==> src/rtl/kt_pkg.sv <==
// Shared definitions for the alarm sequencer slice.
// Holds the alarm FSM state encodings, the LED bank patterns and a helper
// that sizes counters so that a parameter value of 1 still gets a 1-bit
// register.
package kt_pkg;

  typedef enum logic [1:0] {
    ST_IDLE  = 2'd0,
    ST_ALARM = 2'd1,
    ST_QUIET = 2'd2
  } state_e;

  localparam logic [9:0] LED_ALL_ON  = 10'h3FF;
  localparam logic [9:0] LED_ALL_OFF = 10'h000;

  // $clog2(1) is 0, which cannot size a vector, so clamp to one bit.
  function automatic int cnt_width(input int n);
    return (n > 1) ? $clog2(n) : 1;
  endfunction

endpackage

==> src/rtl/tick_gen.sv <==
// Free-running prescaler producing a one-clock tick every TICK_DIV clocks.
// Ports:
//   clk   - system clock
//   reset - asynchronous active-high reset
//   tick  - high for exactly one clk while the count sits at TICK_DIV-1
module tick_gen
  import kt_pkg::*;
#(
  parameter int TICK_DIV = 50000
) (
  input  logic clk,
  input  logic reset,
  output logic tick
);

  localparam int CW = cnt_width(TICK_DIV);
  localparam logic [CW-1:0] CNT_LAST = CW'(TICK_DIV - 1);

  logic [CW-1:0] cnt_q;
  logic [CW-1:0] cnt_d;

  // With TICK_DIV=1 the count is pinned at 0 and tick stays high every clk.
  always_comb begin
    tick  = (cnt_q == CNT_LAST);
    cnt_d = tick ? '0 : cnt_q + CW'(1);
  end

  always_ff @(posedge clk or posedge reset) begin
    if (reset) begin
      cnt_q <= '0;
    end else begin
      cnt_q <= cnt_d;
    end
  end

endmodule

==> src/rtl/alarm_seq.sv <==
// Countdown-timer alarm sequencer: once the countdown has been run and
// reaches 00:00 it blinks the LED bank and drives a 500 Hz piezo tone,
// falls back to a steady, silent LED bank after TIMEOUT_MS ticks, and
// returns to idle on an acknowledge press or when the display leaves 00:00.
// Ports:
//   clk     - system clock
//   reset   - asynchronous active-high reset
//   zero    - countdown digits read 00:00
//   running - countdown enabled; arms the alarm
//   ack     - debounced acknowledge button level
//   led     - registered alarm LED bank
//   buzz    - registered piezo drive
//   active  - state is not IDLE
module alarm_seq
  import kt_pkg::*;
#(
  parameter int TICK_DIV   = 50000,
  parameter int BLINK_MS   = 250,
  parameter int TIMEOUT_MS = 30000
) (
  input  logic       clk,
  input  logic       reset,
  input  logic       zero,
  input  logic       running,
  input  logic       ack,
  output logic [9:0] led,
  output logic       buzz,
  output logic       active
);

  localparam int BW = cnt_width(BLINK_MS);
  localparam int TW = cnt_width(TIMEOUT_MS);
  localparam logic [BW-1:0] BLINK_LAST   = BW'(BLINK_MS - 1);
  localparam logic [TW-1:0] TIMEOUT_LAST = TW'(TIMEOUT_MS - 1);

  logic tick;

  tick_gen #(
    .TICK_DIV(TICK_DIV)
  ) u_tick_gen (
    .clk  (clk),
    .reset(reset),
    .tick (tick)
  );

  state_e        state_q, state_d;
  logic          armed_q, armed_d;
  logic          zero_prev_q, zero_prev_d;
  logic          ack_prev_q, ack_prev_d;
  logic [BW-1:0] blink_q, blink_d;
  logic [TW-1:0] timeout_q, timeout_d;
  logic          phase_q, phase_d;
  logic          tone_q, tone_d;
  logic [9:0]    led_q, led_d;
  logic          buzz_q, buzz_d;
  logic          start;
  logic          ack_edge;

  // Next-state logic. The alarm only fires on a fresh 00:00 edge after the
  // countdown has actually run, so a display already at 00:00 when reset
  // releases never sounds. Leaving ALARM/QUIET on ack or zero-low is checked
  // before the timeout so a same-cycle acknowledge always wins.
  always_comb begin
    start       = zero & ~zero_prev_q & armed_q;
    ack_edge    = ack & ~ack_prev_q;
    state_d     = state_q;
    armed_d     = armed_q | running;
    zero_prev_d = zero;
    ack_prev_d  = ack;
    blink_d     = blink_q;
    timeout_d   = timeout_q;
    phase_d     = phase_q;
    tone_d      = tone_q;

    case (state_q)
      ST_IDLE: begin
        blink_d   = '0;
        timeout_d = '0;
        phase_d   = 1'b0;
        tone_d    = 1'b0;
        if (start) begin
          state_d = ST_ALARM;
          phase_d = 1'b1;
          armed_d = 1'b0;
        end
      end
      ST_ALARM: begin
        if (ack_edge || !zero) begin
          state_d = ST_IDLE;
        end else if (tick) begin
          tone_d = ~tone_q;
          if (blink_q == BLINK_LAST) begin
            blink_d = '0;
            phase_d = ~phase_q;
          end else begin
            blink_d = blink_q + BW'(1);
          end
          if (timeout_q == TIMEOUT_LAST) begin
            state_d = ST_QUIET;
          end else begin
            timeout_d = timeout_q + TW'(1);
          end
        end
      end
      ST_QUIET: begin
        if (ack_edge || !zero) begin
          state_d = ST_IDLE;
        end
      end
      default: begin
        state_d = ST_IDLE;
      end
    endcase
  end

  // Output decode from the current registered state, so led/buzz settle one
  // clk after the state or phase changes and never glitch.
  always_comb begin
    led_d  = LED_ALL_OFF;
    buzz_d = 1'b0;
    case (state_q)
      ST_ALARM: begin
        led_d  = phase_q ? LED_ALL_ON : LED_ALL_OFF;
        buzz_d = phase_q & tone_q;
      end
      ST_QUIET: begin
        led_d = LED_ALL_ON;
      end
      default: begin
        led_d  = LED_ALL_OFF;
        buzz_d = 1'b0;
      end
    endcase
  end

  always_ff @(posedge clk or posedge reset) begin
    if (reset) begin
      state_q     <= ST_IDLE;
      armed_q     <= 1'b0;
      zero_prev_q <= 1'b0;
      ack_prev_q  <= 1'b0;
      blink_q     <= '0;
      timeout_q   <= '0;
      phase_q     <= 1'b0;
      tone_q      <= 1'b0;
      led_q       <= LED_ALL_OFF;
      buzz_q      <= 1'b0;
    end else begin
      state_q     <= state_d;
      armed_q     <= armed_d;
      zero_prev_q <= zero_prev_d;
      ack_prev_q  <= ack_prev_d;
      blink_q     <= blink_d;
      timeout_q   <= timeout_d;
      phase_q     <= phase_d;
      tone_q      <= tone_d;
      led_q       <= led_d;
      buzz_q      <= buzz_d;
    end
  end

  assign led    = led_q;
  assign buzz   = buzz_q;
  assign active = (state_q != ST_IDLE);

endmodule

==> config.mk <==
export PLATFORM = sky130hd
export DESIGN_NAME = alarm_seq
export DESIGN_NICKNAME = d
export VERILOG_FILES = /design/src/rtl/kt_pkg.sv /design/src/rtl/tick_gen.sv /design/src/rtl/alarm_seq.sv
export SDC_FILE = /design/constraint.sdc
export NUM_CORES = 1
export LEC_CHECK = 0
export CAP_MARGIN = 15
export CORE_ASPECT_RATIO = 0.6
export CORE_UTILIZATION = 55
export CTS_CLUSTER_SIZE = 40
export DETAILED_ROUTE_END_ITERATION = 8
export PLACE_DENSITY_LB_ADDON = 0.08
export SYNTH_ARGS = -nofsm -noshare
export SYNTH_HDL_FRONTEND = slang
export SYNTH_SLANG_ARGS = --single-unit
==> constraint.sdc <==
create_clock -name clk -period 2.85 [get_ports clk]
set_clock_uncertainty 0.15 [all_clocks]
set_input_delay 0.57 -clock clk [delete_from_list [all_inputs] [get_ports clk]]
set_output_delay 0.57 -clock clk [all_outputs]
set_load 0.05 [all_outputs]
# Yosys cells after proc, flatten, opt, wreduce, memory -nomap -nowiden
# Index checks and enable logic that the tools add are counted.
[totals]
regBits = 57
out_inout_bits = 12
elab_cells = 73
[classes]
eq_ne = 13
reduce_logical = 9
n_addsub = 3
n_bitwise = 9
n_mux = 28
[op_table]
columns = ["op", "count"]
rows = [
  ["15-bit 2-to-1 mux", 3],
  ["15-bit case mux with 2 select lines", 1],
  ["8-bit 2-to-1 mux", 3],
  ["10-bit case mux with 2 select lines", 1],
  ["16-bit by 1-bit adder with 16-bit output, second input constant", 1],
  ["16-bit == test, second input constant", 1],
  ["16-bit 2-to-1 mux", 1],
  ["8-bit case mux with 2 select lines", 1],
  ["15-bit by 1-bit adder with 15-bit output, second input constant", 1],
  ["15-bit == test, second input constant", 1],
  ["2-bit inequality test, second input constant", 6],
  ["4-bit AND reduction", 3],
  ["10-bit 2-to-1 mux", 1],
  ["2-bit 2-to-1 mux", 5],
  ["1-bit 2-to-1 mux", 9],
  ["8-bit by 1-bit adder with 8-bit output, second input constant", 1],
  ["8-bit == test, second input constant", 1],
  ["3-bit inequality test, second input constant", 2],
  ["2-bit case mux with 3 select lines", 1],
  ["1-bit AND", 4],
  ["1-bit inverter", 4],
  ["1-bit case mux with 2 select lines", 2],
  ["2-bit nonzero test", 2],
  ["3-bit AND reduction", 1],
  ["6 further kinds", 6],
]

# Longest topological paths before layout
[depth]
ltp_word = 5
mapped_depth = 8

# Modules after synthesis
# Synthesis repeated with hierarchy kept, for this count alone.
[hier_totals]
cells_unflattened = 257
hier_area_um2 = 2583.7
[by_module_without_submodules]
columns = ["module", "seq_area_each_um2", "cells_per_inst", "instances", "area_each_um2"]
rows = [
  ["alarm_seq", 800.8, 189, 1, 1826.8],
  ["tick_gen", 400.4, 68, 1, 757.0],
]

# Least setup slack after synthesis
# OpenSTA, ideal clock, no wires.
[synth_timing]
path_type = "register to register"
startpoint = "reg u_tick_gen.cnt_q[11]"
endpoint = "reg timeout_q[7]"
setup_time_ns = 0.127
path_buffers = 1
arrival_ns = 2.355
path_slack_ns = 0.218
stages_incl_launch_ff = 7
cell_sequence = "dfrtp_1 > or4b_4 > or4_4 > buf_6 > or4_4 > a21oi_1 > mux2i_1"
[synth_between]
elab_chain_cells = 3
[synth_rtl]
columns = ["element", "line_no", "text"]
rows = [
  ["start, declared", "tick_gen.sv:19", "logic [CW-1:0] cnt_q;"],
  ["start signal, assigned", "tick_gen.sv:32", "cnt_q <= cnt_d;"],
  ["16-bit == test", "tick_gen.sv:24", "tick = (cnt_q == CNT_LAST);"],
  ["2-bit inequality test (no source line)", "n/a", ""],
  ["4-bit AND reduction (no source line)", "n/a", ""],
  ["end signal, assigned", "alarm_seq.sv:154", "timeout_q <= timeout_d;"],
  ["end, declared", "alarm_seq.sv:51", "logic [TW-1:0] timeout_q, timeout_d;"],
]
# No other way between the ends.
# A chain may end at the register's enable or synchronous reset.

# Worst setup path in the final report
[layout_timing]
startpoint = "reg u_tick_gen.cnt_q[4]"
endpoint = "reg timeout_q[7]"
# The elaborated chain is that of the path after synthesis.

==> key figures <==
Run status
  • Status: complete, no violations

Clock tree
  • Post-CTS Setup Inserts: 0
  • CTS Hold Bufs: 0
  • Clk Latency, worst-skew pair: 0.30 ns
  • Number of CTS-inserted buffers: 5
  • CTS clk-pin slew, worst paths: 0.09 ns
  • CTS Root Cell: clkbuf_8
  • Clock sink count: 48
  • CTS tree: done
  • H-Tree Depth: 2
  • Resize count post-CTS: 0
  • CTS Buffer Depth: 2

Timing
  • Max Freq: 361.7 MHz
  • Worst Hold Slack: 0.3341 ns
  • Worst-Margin Slew: 0.6892 ns
  • TNS Setup: 0 ns
  • Setup-failing EPs final: 0
  • Slew Viols, Final: 0
  • Slew headroom: 53.63%
  • Fin crit share: 97.01%
  • Final WS setup: 0.08508 ns
  • Final Hold Viols: 0
  • Min Clock Period, post-route: 2.765 ns
  • RSZ-0062 raised after global routing: false

Logic synthesis
  • Register area share after synthesis: 46.09%
  • Asr flop ratio synth: 100.0%
  • Cell area after synthesis: 0.002606 mm2
  • Syn. warnings: 0
  • Avg Inst Size Synth: 9.872 um2
  • Cells after synthesis: 264
  • Post-synth EDFFs: 0
  • Most used DFF post-synth: dfrtp_1
  • Cell variety after synth: 43
  • Synth Register Bits: 48
  • Mapped Nets: 277

Layout
  • Area Growth Syn to Fin: 13.25%
  • Nets: 297
  • Layout Cells excl Fill: 345
  • Ratio of cells with drive above 1 in the final layout: 11.23%
  • Diode count: 0
  • Commonest non-fill, non-tap cells in the layout: dfrtp_1 (48), nand2_1 (22), nand3_1 (18), nor2_1 (18), o21ai_0 (17)
  • Commonest non-fill, non-tap cell in the layout: dfrtp_1

Die
  • Area of the core: 0.004324 mm2
  • Standard-cell rows: 18
  • Die W: 90.87 um
  • Initial core utilization: 60.27%
  • DIE HEIGHT: 55.32 um
  • I/O pin cnt: 17
  • DIE AREA: 0.005027 mm2

Detailed routing
  • ANT nets after route: 0
  • Routed via count: 2042
  • Vias per cell: 5.919
  • 1st-iter DRT viols: 181
  • First-pass DRT Iterations: 4
  • Wire per inst: 16.01 um
  • Total wire length: 5525 um
  • Post-route DRC violation count: 0

Placed design
  • Routability cong.: 0.9662
  • Number of I/O port buffers: 16
  • Pre-CTS WS: 0.1206 ns
  • DP HPWL: 3948 um
  • Placed cell count: 337

Power and ir drop
  • Worst vdd ir: 0.001009 V
  • Cell Pwr Density: 771.9 mW/mm2
  • Lkg Pwr: 1.281 nW

Global route
  • Largest net degree at the start of global routing: 49
  • Initial antenna violation count: 0
  • Number of global-route vias before repair: 1859
  • First-pass GRT wire length: 9473 um
  • Aggregate global-route resource usage: 23.95%
  • Total grt overflow: 0

Job
  • Max Cap Viol: 0

Setup path
  • R2r setup slk: 0.09 ns
  • Slowest stage delay, CP: 0.64 ns
  • Req. time, crit path: 2.89 ns
  • Crit Path Class: register to register
  • CP max FO: 9
  • Setup crit end kind: register
  • Most frequent CP cell: or4_4
  • Slowest cell on crit path: or4_4
  • CP cell instances: or4b_1 > or4_4 > or4_4 > a21oi_1 > mux2i_1
  • Crit path DAT: 2.80 ns
  • Startpoint types: register

Min path
  • Worst hold path type: register to register
## per-layer routing
| layer | routed length (um) | part of all wire, % | vias up | global-route usage, % |
|---|---|---|---|---|
| met4 | 14 | 0.25 | 0 | 4.762 |
| met1 | 3017 | 55 | 993 | 40.45 |
| met3 | 377 | 6.8 | 2 | 5.785 |
| li1 | - | - | 985 | - |
| met5 | 0 | 0 | - | 0 |
| met2 | 2116 | 38 | 62 | 29.87 |
## logic make-up (layout without fill, tap and decap cells)
kind of cell / Yosys count / in the layout / synth area share (%)
muxes: 7 / 7 / 2.736
buffers and inverters: 23 / 44 / 4.897
adders and majority gates: 8 / 8 / 3.841
xor gates and xnor gates: 19 / 19 / 6.385
and+or+nand+nor: 110 / 110 / 24.63
AOI/OAI and AO/OA: 49 / 49 / 11.43
DFF: 48 / 48 / 46.09
## metrics by stage
| stage | cell area (um2) | total power [W] | util (%) |
|---|---|---|---|
| 2_1_floorplan | 2606 | 0.001517 | - |
| 3_3_place_gp | 2840 | 0.001774 | 65.68 |
| 3_5_place_dp | 2840 | 0.001783 | 65.68 |
| 4_1_cts | 2952 | 0.002290 | 68.26 |
| 5_1_grt | 2952 | 0.002407 | 68.26 |
| 6_report | 2952 | 0.002278 | 68.26 |
## cells in the mapped netlist, types with 2 or more instances
cell,number,area share [%]
o211ai_1,2,0.58
buf_4,9,2.6
mux2i_1,6,2.3
dfrtp_1,48,46
nor4_1,4,0.96
nand2b_1,3,0.72
and3_1,12,2.9
a31o_2,2,0.67
nand4b_1,2,0.67
and4_1,2,0.67
clkbuf_1,5,0.72
or4_4,3,1.3
a21oi_1,7,1.3
nor2b_1,3,0.72
o31ai_1,8,2.3
o21ai_0,17,3.3
nor4bb_1,3,1.2
inv_1,8,1.2
a21o_1,2,0.58
a31oi_1,7,1.7
nand2_1,22,3.2
nand3_1,18,3.5
and3b_1,2,0.67
ha_1,8,3.8
xnor2_1,8,2.7
xor2_1,11,3.7
nand4_1,9,2.2
nor2_1,18,2.6
## critical path: cells and delay by family (launching register included)
| kind | cells | cell delay [ns] |
|---|---|---|
| AND/OR/NAND/NOR | 3 | 1.81 |
| flip-flops | 1 | 0.45 |
| AO/OA/AOI/OAI | 1 | 0.16 |
| multiplexers | 1 | 0.09 |
## where the power goes
group          total [W]  internal, W  switching [W]  leakage (nW)
Clock           0.000500     0.000260       0.000240        0.0541
Combinational    0.00100     0.000347       0.000652         0.584
Sequential      0.000779     0.000729      0.0000494         0.643
## worst paths after layout
kind                                           from                   to  cells past startpoint
min in group asynchronous                     reset  u_tick_gen.cnt_q[4]                      3
worst max register to register  u_tick_gen.cnt_q[4]         timeout_q[7]                      5
worst min-delay path                     blink_q[6]           blink_q[6]                      1
max in group asynchronous                     reset         timeout_q[9]                      3
worst min register to register           blink_q[6]           blink_q[6]                      1
worst max-delay path            u_tick_gen.cnt_q[4]         timeout_q[7]                      5
## final cells by class
| class | instances | area (um2) |
|---|---|---|
| fillers | 332 | 1373 |
| multi-input cells | 193 | 1284 |
| flip-flops and latches | 48 | 1201 |
| repair buffers | 28 | 250.2 |
| well taps | 60 | 75.07 |
| clock buffers | 5 | 68.82 |
| clock inverters | 3 | 42.54 |
| inverters | 8 | 30.03 |
## state kept, by name, summed over array words and instances (netlist names), 2 cells and up
name              cells
blink_q               8
state_q               2
timeout_q            15
u_tick_gen.cnt_q     16
(Power assumes the default switching activity.)
